[src/rtl/pipeacc_pkg.sv]
// ---------------------------------------------------------------------------
// pipeacc_pkg : shared constants and FSM encoding for the pipeAcc16 loader
// Rev 1.0
// ---------------------------------------------------------------------------
`default_nettype none

package pipeacc_pkg;

    localparam int unsigned L_INS    = 401;
    localparam int unsigned L_TOT    = 1024;
    localparam logic [7:0]  HDR_BYTE = 8'hA5;

    localparam logic [1:0] ERR_NONE  = 2'd0;
    localparam logic [1:0] ERR_CSUM  = 2'd1;
    localparam logic [1:0] ERR_RANGE = 2'd2;

    typedef enum logic [3:0] {
        ST_IDLE   = 4'd0,
        ST_ADDR_H = 4'd1,
        ST_ADDR_L = 4'd2,
        ST_CNT_H  = 4'd3,
        ST_CNT_L  = 4'd4,
        ST_DATA_H = 4'd5,
        ST_DATA_L = 4'd6,
        ST_WRITE  = 4'd7,
        ST_CSUM   = 4'd8,
        ST_SKIP   = 4'd9
    } state_t;

endpackage

`default_nettype wire

[src/rtl/pipeacc_mem_router.sv]
// ---------------------------------------------------------------------------
// pipeacc_mem_router : splits a unified word address into ins/data indices
// Rev 1.0
// ---------------------------------------------------------------------------
`default_nettype none

module pipeacc_mem_router
    import pipeacc_pkg::*;
(
    input  logic [9:0] addr_i,
    output logic       is_ins_o,
    output logic [8:0] ins_addr_o,
    output logic [9:0] dat_addr_o
);

    always_comb begin
        is_ins_o   = (addr_i < 10'(L_INS));
        ins_addr_o = addr_i[8:0];
        dat_addr_o = addr_i - 10'(L_INS);
    end

endmodule

`default_nettype wire

[src/rtl/pipeacc_prog_loader.sv]
// ---------------------------------------------------------------------------
// pipeacc_prog_loader : framed byte-stream loader for the pipeAcc16 memories
// Rev 1.0
// ---------------------------------------------------------------------------
`default_nettype none

module pipeacc_prog_loader
    import pipeacc_pkg::*;
(
    input  logic        clk1,
    input  logic        rst,
    input  logic [7:0]  rx_data,
    input  logic        rx_valid,
    output logic        rx_ready,
    output logic        ins_we,
    output logic [8:0]  ins_addr,
    output logic        dat_we,
    output logic [9:0]  dat_addr,
    output logic [15:0] wdata,
    output logic        cpu_run,
    output logic        busy,
    output logic [1:0]  err,
    output logic        done
);

    state_t      state_q,    state_d;
    logic [9:0]  addr_q,     addr_d;
    logic [2:0]  cnt_hi_q,   cnt_hi_d;
    logic [10:0] words_q,    words_d;
    logic [11:0] skip_q,     skip_d;
    logic [7:0]  sum_q,      sum_d;
    logic [7:0]  hi_q,       hi_d;
    logic        ins_we_q,   ins_we_d;
    logic        dat_we_q,   dat_we_d;
    logic [8:0]  ins_addr_q, ins_addr_d;
    logic [9:0]  dat_addr_q, dat_addr_d;
    logic [15:0] wdata_q,    wdata_d;
    logic        cpu_run_q,  cpu_run_d;
    logic [1:0]  err_q,      err_d;
    logic        done_q,     done_d;

    logic        w_xfer;
    logic [7:0]  w_sum_nxt;
    logic [10:0] w_cnt;
    logic [11:0] w_end;
    logic        w_is_ins;
    logic [8:0]  w_ins_addr;
    logic [9:0]  w_dat_addr;

    pipeacc_mem_router u_router (
        .addr_i     (addr_q),
        .is_ins_o   (w_is_ins),
        .ins_addr_o (w_ins_addr),
        .dat_addr_o (w_dat_addr)
    );

    assign rx_ready  = (state_q != ST_WRITE);
    assign busy      = (state_q != ST_IDLE);
    assign w_xfer    = rx_valid & rx_ready;
    assign w_sum_nxt = sum_q + rx_data;
    assign w_cnt     = {cnt_hi_q, rx_data};
    assign w_end     = {2'b00, addr_q} + {1'b0, w_cnt};

    assign ins_we   = ins_we_q;
    assign ins_addr = ins_addr_q;
    assign dat_we   = dat_we_q;
    assign dat_addr = dat_addr_q;
    assign wdata    = wdata_q;
    assign cpu_run  = cpu_run_q;
    assign err      = err_q;
    assign done     = done_q;

    always_ff @(posedge clk1) begin
        if (!rst) begin
            state_q    <= ST_IDLE;
            addr_q     <= '0;
            cnt_hi_q   <= '0;
            words_q    <= '0;
            skip_q     <= '0;
            sum_q      <= '0;
            hi_q       <= '0;
            ins_we_q   <= 1'b0;
            dat_we_q   <= 1'b0;
            ins_addr_q <= '0;
            dat_addr_q <= '0;
            wdata_q    <= '0;
            cpu_run_q  <= 1'b0;
            err_q      <= ERR_NONE;
            done_q     <= 1'b0;
        end else begin
            state_q    <= state_d;
            addr_q     <= addr_d;
            cnt_hi_q   <= cnt_hi_d;
            words_q    <= words_d;
            skip_q     <= skip_d;
            sum_q      <= sum_d;
            hi_q       <= hi_d;
            ins_we_q   <= ins_we_d;
            dat_we_q   <= dat_we_d;
            ins_addr_q <= ins_addr_d;
            dat_addr_q <= dat_addr_d;
            wdata_q    <= wdata_d;
            cpu_run_q  <= cpu_run_d;
            err_q      <= err_d;
            done_q     <= done_d;
        end
    end

    always_comb begin
        state_d    = state_q;
        addr_d     = addr_q;
        cnt_hi_d   = cnt_hi_q;
        words_d    = words_q;
        skip_d     = skip_q;
        sum_d      = sum_q;
        hi_d       = hi_q;
        ins_we_d   = 1'b0;
        dat_we_d   = 1'b0;
        ins_addr_d = ins_addr_q;
        dat_addr_d = dat_addr_q;
        wdata_d    = wdata_q;
        cpu_run_d  = cpu_run_q;
        err_d      = err_q;
        done_d     = 1'b0;

        case (state_q)
            ST_IDLE: if (w_xfer && rx_data == HDR_BYTE) begin
                state_d   = ST_ADDR_H;
                err_d     = ERR_NONE;
                cpu_run_d = 1'b0;
                sum_d     = '0;
            end
            ST_ADDR_H: if (w_xfer) begin
                addr_d  = {rx_data[1:0], addr_q[7:0]};
                sum_d   = w_sum_nxt;
                state_d = ST_ADDR_L;
            end
            ST_ADDR_L: if (w_xfer) begin
                addr_d  = {addr_q[9:8], rx_data};
                sum_d   = w_sum_nxt;
                state_d = ST_CNT_H;
            end
            ST_CNT_H: if (w_xfer) begin
                cnt_hi_d = rx_data[2:0];
                sum_d    = w_sum_nxt;
                state_d  = ST_CNT_L;
            end
            ST_CNT_L: if (w_xfer) begin
                words_d = w_cnt;
                sum_d   = w_sum_nxt;
                if (w_cnt == '0 || w_end > 12'(L_TOT)) begin
                    // Drain the advertised payload plus the checksum byte
                    err_d   = ERR_RANGE;
                    skip_d  = {w_cnt, 1'b1};
                    state_d = ST_SKIP;
                end else begin
                    state_d = ST_DATA_H;
                end
            end
            ST_DATA_H: if (w_xfer) begin
                hi_d    = rx_data;
                sum_d   = w_sum_nxt;
                state_d = ST_DATA_L;
            end
            ST_DATA_L: if (w_xfer) begin
                wdata_d = {hi_q, rx_data};
                sum_d   = w_sum_nxt;
                if (w_is_ins) begin
                    ins_we_d   = 1'b1;
                    ins_addr_d = w_ins_addr;
                end else begin
                    dat_we_d   = 1'b1;
                    dat_addr_d = w_dat_addr;
                end
                state_d = ST_WRITE;
            end
            ST_WRITE: begin
                addr_d  = addr_q + 10'd1;
                words_d = words_q - 11'd1;
                state_d = (words_q == 11'd1) ? ST_CSUM : ST_DATA_H;
            end
            ST_CSUM: if (w_xfer) begin
                if (w_sum_nxt == 8'h00) begin
                    cpu_run_d = 1'b1;
                    done_d    = 1'b1;
                end else begin
                    err_d     = ERR_CSUM;
                end
                state_d = ST_IDLE;
            end
            ST_SKIP: if (w_xfer) begin
                skip_d = skip_q - 12'd1;
                if (skip_q == 12'd1) state_d = ST_IDLE;
            end
            default: state_d = ST_IDLE;
        endcase
    end

endmodule

`default_nettype wire

[config.mk]
export PLATFORM = sky130hd
export DESIGN_NAME = pipeacc_prog_loader
export DESIGN_NICKNAME = d
export VERILOG_FILES = /design/src/rtl/pipeacc_pkg.sv /design/src/rtl/pipeacc_mem_router.sv /design/src/rtl/pipeacc_prog_loader.sv
export SDC_FILE = /design/constraint.sdc
export NUM_CORES = 1
export LEC_CHECK = 0
export CAP_MARGIN = 20
export CORE_MARGIN = 8
export CORE_UTILIZATION = 47
export DETAILED_ROUTE_END_ITERATION = 16
export GPL_ROUTABILITY_DRIVEN = 0
export PLACE_DENSITY = 0.75
export REMOVE_ABC_BUFFERS = 1
export SLEW_MARGIN = 20
export SYNTH_ARGS = -nofsm -noshare
export SYNTH_HDL_FRONTEND = slang
export SYNTH_SLANG_ARGS = --single-unit
[constraint.sdc]
create_clock -name clk1 -period 5.01 [get_ports clk1]
set_input_delay 1.002 -clock clk1 [delete_from_list [all_inputs] [get_ports clk1]]
set_output_delay 1.002 -clock clk1 [all_outputs]
set_load 0.005 [all_outputs]
Word level (Yosys, flattened, before mapping) --
Cells that the tools add are included.
Storage, ports and cells: output and inout port bits 43, logic and storage cells 122, input bits 11, register bits after elaboration 97
Operators by class: add/subtract/negate cells 6, bitwise gates (word level) 4, multiplexer cells 38, reduce and logical (&&, ||, !) cells 29, eq/ne operators 27, magnitude comparators 2
Operators by type and width (number):
- $mux 4 | 12
- $pmux 4 s10 | 1
- $mux 12 | 3
- $pmux 10 s3 | 1
- $ne 2x2->1 const B | 13
- $mux 8 | 3
- $pmux 12 s2 | 1
- $pmux 11 s2 | 1
- $reduce_and 3->1 | 7
- $eq 4x3->1 const B | 4
- $pmux 8 s2 | 1
- $add 10x11->12 | 1
- $eq 12x1->1 const B | 1
- $gt 12x11->1 const B | 1
- $reduce_bool 2->1 | 6
- $sub 12x1->12 const B | 1
- $eq 11x1->1 const B | 1
- $logic_not 11->1 | 1
- $mux 11 | 1
- $sub 11x1->11 const B | 1
- $add 10x1->10 const B | 1
- $lt 10x9->1 const B | 1
- $mux 10 | 1
- $mux 2 | 5
- other kinds (24) | 37

Logic depth before layout (Yosys ltp) --
depth in word-level cells 6, mapped depth 14

Hierarchy --
A second synthesis with hierarchy kept.
Unflattened totals: cell total of the unflattened synthesis 715, area, all modules 5718.0 um^2
By module, submodules not included:
- pipeacc_prog_loader | area an instance 5450.2 um^2, seq. area each 1941.9 um^2, cells an instance 679, instances 1
- pipeacc_mem_router | area an instance 267.8 um^2, seq. area each 0.0 um^2, cells an instance 36, instances 1

Least setup slack after synthesis --
No wires, ideal clock.
kind input to register, start input port rx_data[1], end register skip_q[6], cell stages on the path 12, required time 4.874 ns, setup time 0.136 ns, slack 1.408 ns, arrival time 3.466 ns, cells stage by stage clkbuf_1 > inv_1 > fa_1 > and2b_1 > o2111ai_1 > a31o_2 > nor2b_1 > o31ai_1 > o31ai_2 > and2_2 > o21ai_2 > o221ai_1
Between the ends: word-level cells in the longest chain between the ends 5
RTL lines:
- start, declared | line pipeacc_prog_loader.sv:12 | input logic [7:0] rx_data,
- $add 10x11->12 | line pipeacc_prog_loader.sv:62 | assign w_end = {2'b00, addr_q} + {1'b0, w_cnt};
- $gt 12x11->1 | line pipeacc_prog_loader.sv:151 | if (w_cnt == '0 || w_end > 12'(L_TOT)) begin
- $logic_or 1x1->1 (*) | line pipeacc_prog_loader.sv:151
- $ne 2x2->1 (no line) (*)
- $reduce_and 4->1 (no line) (*)
- end signal, assigned | line pipeacc_prog_loader.sv:95 | skip_q <= skip_d;
- end, declared | line pipeacc_prog_loader.sv:30 | logic [11:0] skip_q, skip_d;
Every way passes the cells marked *; elsewhere a longest branch is shown, timed or not. A chain may end at the register's enable or synchronous reset.

Worst setup path after layout --
start input port rx_data[0], end register skip_q[10]
Same word-level chain as after synthesis.

==> flow_metrics.tcl <==
set metrics [dict create \
    ios 54 \
    dr.pass1.iters 5 \
    n_antenna_cell 0 \
    hold_viol_final 0 \
    grt_pass1_wl_um 23600 \
    tritoncts "yes" \
    p_per_area_mw_per_mm2 278 \
    ys.flop_type "dfxtp_1" \
    fin_skew_ns 0.00999 \
    crit_required_ns 5.25 \
    grt_max_degree 52 \
    layout.nets 733 \
    cts_resized 0 \
    antenna_found_initial 0 \
    p_leak_uw 0.00220 \
    drv_slew 0 \
    root_buffer "clkbuf_8" \
    worstMarginPinSlew_ns 0.982 \
    hp-class "reg2reg" \
    ir_worst_vdd_v 0.000197 \
    cts_hold_buf 0 \
    yosysWarnings 0 \
    fin_crit_sh 0.792 \
    pre_cts_slack_ns 0.648 \
    start_kind "primary input" \
    layout_setup_ws_ns 1.04 \
    period_minus_slack_ns 3.97 \
    die-height_um 122 \
    clock_sink_count 97 \
    initial_core_util 0.484 \
    syn_area_per_cell_um2 7.98 \
    routed_wl_um 14300 \
    grtUsageTotal 0.195 \
    core_area_mm2 0.0109 \
    max_slew_margin 0.335 \
    rows 38 \
    finalSetupViolations 0 \
    htreeDepth 3 \
    grt_pass1_vias 4811 \
    final_design_area_no_fill_mm2 0.00612 \
    rsz0062_at_grt "false" \
    portBuffers 53 \
    first_iter_violations 467 \
    grt_remaining_overflow 0 \
    synth_cells 660 \
    wl_per_cell_um 16.9 \
    remaining_drc_errors 0 \
    ys_async_sr_fraction 0 \
    dp_hpwl_um 10300 \
    worstHoldPathCells 2 \
    synth_area_mm2 0.00527 \
    r2r_cells 8 \
    avgViaCountPerCell 5.94 \
    critPathKind "in2reg" \
    end_kind "flop" \
    dpl-instance-area_mm2 0.00591 \
    critPathArrivalTime_ns 4.21 \
    clk_path_buf_depth 2 \
    clock_latency_ns 0.37 \
    vias 5004 \
    post-cts-setup-buffers 0 \
    status "finished, final reports clean" \
    die-area_mm2 0.0148 \
    syn2layout_area_growth_pct 16.2 \
    yosysUniqueCellTypes 72 \
    worst-path-max-fanout 9 \
    numCtsBuffers 9 \
    clk_pin_slew_ns 0.09 \
    synth-seq-cells 97 \
    maxCapViolations 0 \
    synth-seq-area-share 0.369 \
    final_antenna_net_count 0 \
    die_w_um 122 \
    fin_setup_tns_ns 0 \
    drive_gt1_frac 0.0755 \
    synth_edf_count 0 \
    max_freq_mhz 252 \
]
-- registers in the layout, indices dropped and copies added (netlist names), 2 cells and up --
| register | cells |
|---|---|
| wdata | 16 |
| state_q | 4 |
| addr_q | 10 |
| sum_q | 8 |
| cnt_hi_q | 3 |
| err | 2 |
| words_q | 11 |
| ins_addr | 9 |
| dat_addr | 10 |
| hi_q | 8 |
| skip_q | 12 |
-- cell type report --
class / count / area, um2
fillers: 1005 / 4770
clock inverters: 5 / 63.8
well taps: 140 / 175
flip-flops and latches: 97 / 1940
multi-input cells: 505 / 3100
clock buffers: 11 / 141
inverters: 19 / 71.3
repair buffers: 65 / 621
-- cells in the final DEF, fill, tap and decap left out, drive strengths merged, types with 4 or more instances in the layout --
cell / n
or2: 6
a21oi: 76
or3: 6
o221ai: 4
buf: 12
nand2b: 6
nor4: 9
nor2: 74
nand4: 7
o21ai: 30
dfxtp: 97
o31ai: 7
ha: 23
a211oi: 8
mux2i: 18
nand2: 82
xor2: 7
xnor2: 16
clkdlybuf4s50: 53
inv: 20
nand3: 24
o211ai: 9
clkbuf: 11
a22oi: 9
nor3: 16
a31oi: 7
and2: 6
-- metal layers --
metal / global-route usage / share of wire / vias up
met5: 0 / 0 / -
met4: 0.0833 / 0.030 / 0
met3: 0.0528 / 0.085 / 28
met2: 0.309 / 0.44 / 198
met1: 0.246 / 0.44 / 2334
li1: - / - / 2444
-- power breakdown --
part	total [uW]	internal, uW	switching [uW]
clock	534	249	285
sequential	838	791	46.5
combinational	326	135	192
total	1700	1180	523
-- cells in the mapped netlist (6+ instances only) --
cell	instances	area [um2]
dfxtp_1	97	1940
nand2_1	82	308
a21oi_1	74	370
nor2_1	74	278
clkbuf_1	29	109
o21ai_0	26	130
nand3_1	24	120
ha_1	23	288
mux2i_1	18	180
inv_1	17	63.8
nor3_1	16	80.1
xnor2_1	16	140
a22oi_1	9	67.6
o211ai_1	9	67.6
a211oi_1	7	52.6
a31oi_1	7	43.8
buf_2	7	35.0
nand4_1	7	43.8
nor4_1	7	43.8
xor2_1	7	61.3
nand2b_1	6	37.5
o31ai_1	6	45.0
or3_1	6	37.5
-- per-stage QoR --
step                      total power (uW)  instances  hold slack [ns]  utilization
final                                 1700        842            0.457        0.562
after global routing                  1780        842            0.479        0.562
after CTS                             1700        842            0.460        0.562
after detailed placement              1180        826            0.447        0.543
after global placement                1160        826            0.445        0.542
after floorplan                       1070        621            0.432            -
-- worst max-delay path: stages --
cell and delay, ns:
clkdlybuf4s50_1 0.54, ha_1 0.22, inv_1 0.07, fa_1 0.39, and2b_1 0.24, o2111ai_1 0.18, a31o_2 0.26, nor2b_1 0.13
o31ai_1 0.24, o31ai_2 0.16, and2_2 0.27, o21ai_2 0.33, o221ai_1 0.15
-- final timing paths --
path	from	end	slack (ns)
max	rx_data[0]	skip_q[10]	1.04
min	wdata[13]	wdata[13]	0.46
max reg2reg	state_q[1]	skip_q[1]	1.46
min reg2reg	wdata[13]	wdata[13]	0.46
-- cell families (layout without fill, tap and decap cells) --
kind of cell | count (synthesis) | in the layout | share of synthesized area
DFF | 97 | 97 | 0.369
adders and majority gates | 25 | 25 | 0.0623
AOI/OAI and AO/OA | 180 | 180 | 0.219
xor gates and xnor gates | 23 | 23 | 0.0383
and+or+nand+nor | 259 | 259 | 0.234
muxes | 18 | 18 | 0.0342
buffers and inverters | 58 | 100 | 0.0430
Note: power is estimated with default switching activity, not from simulation.
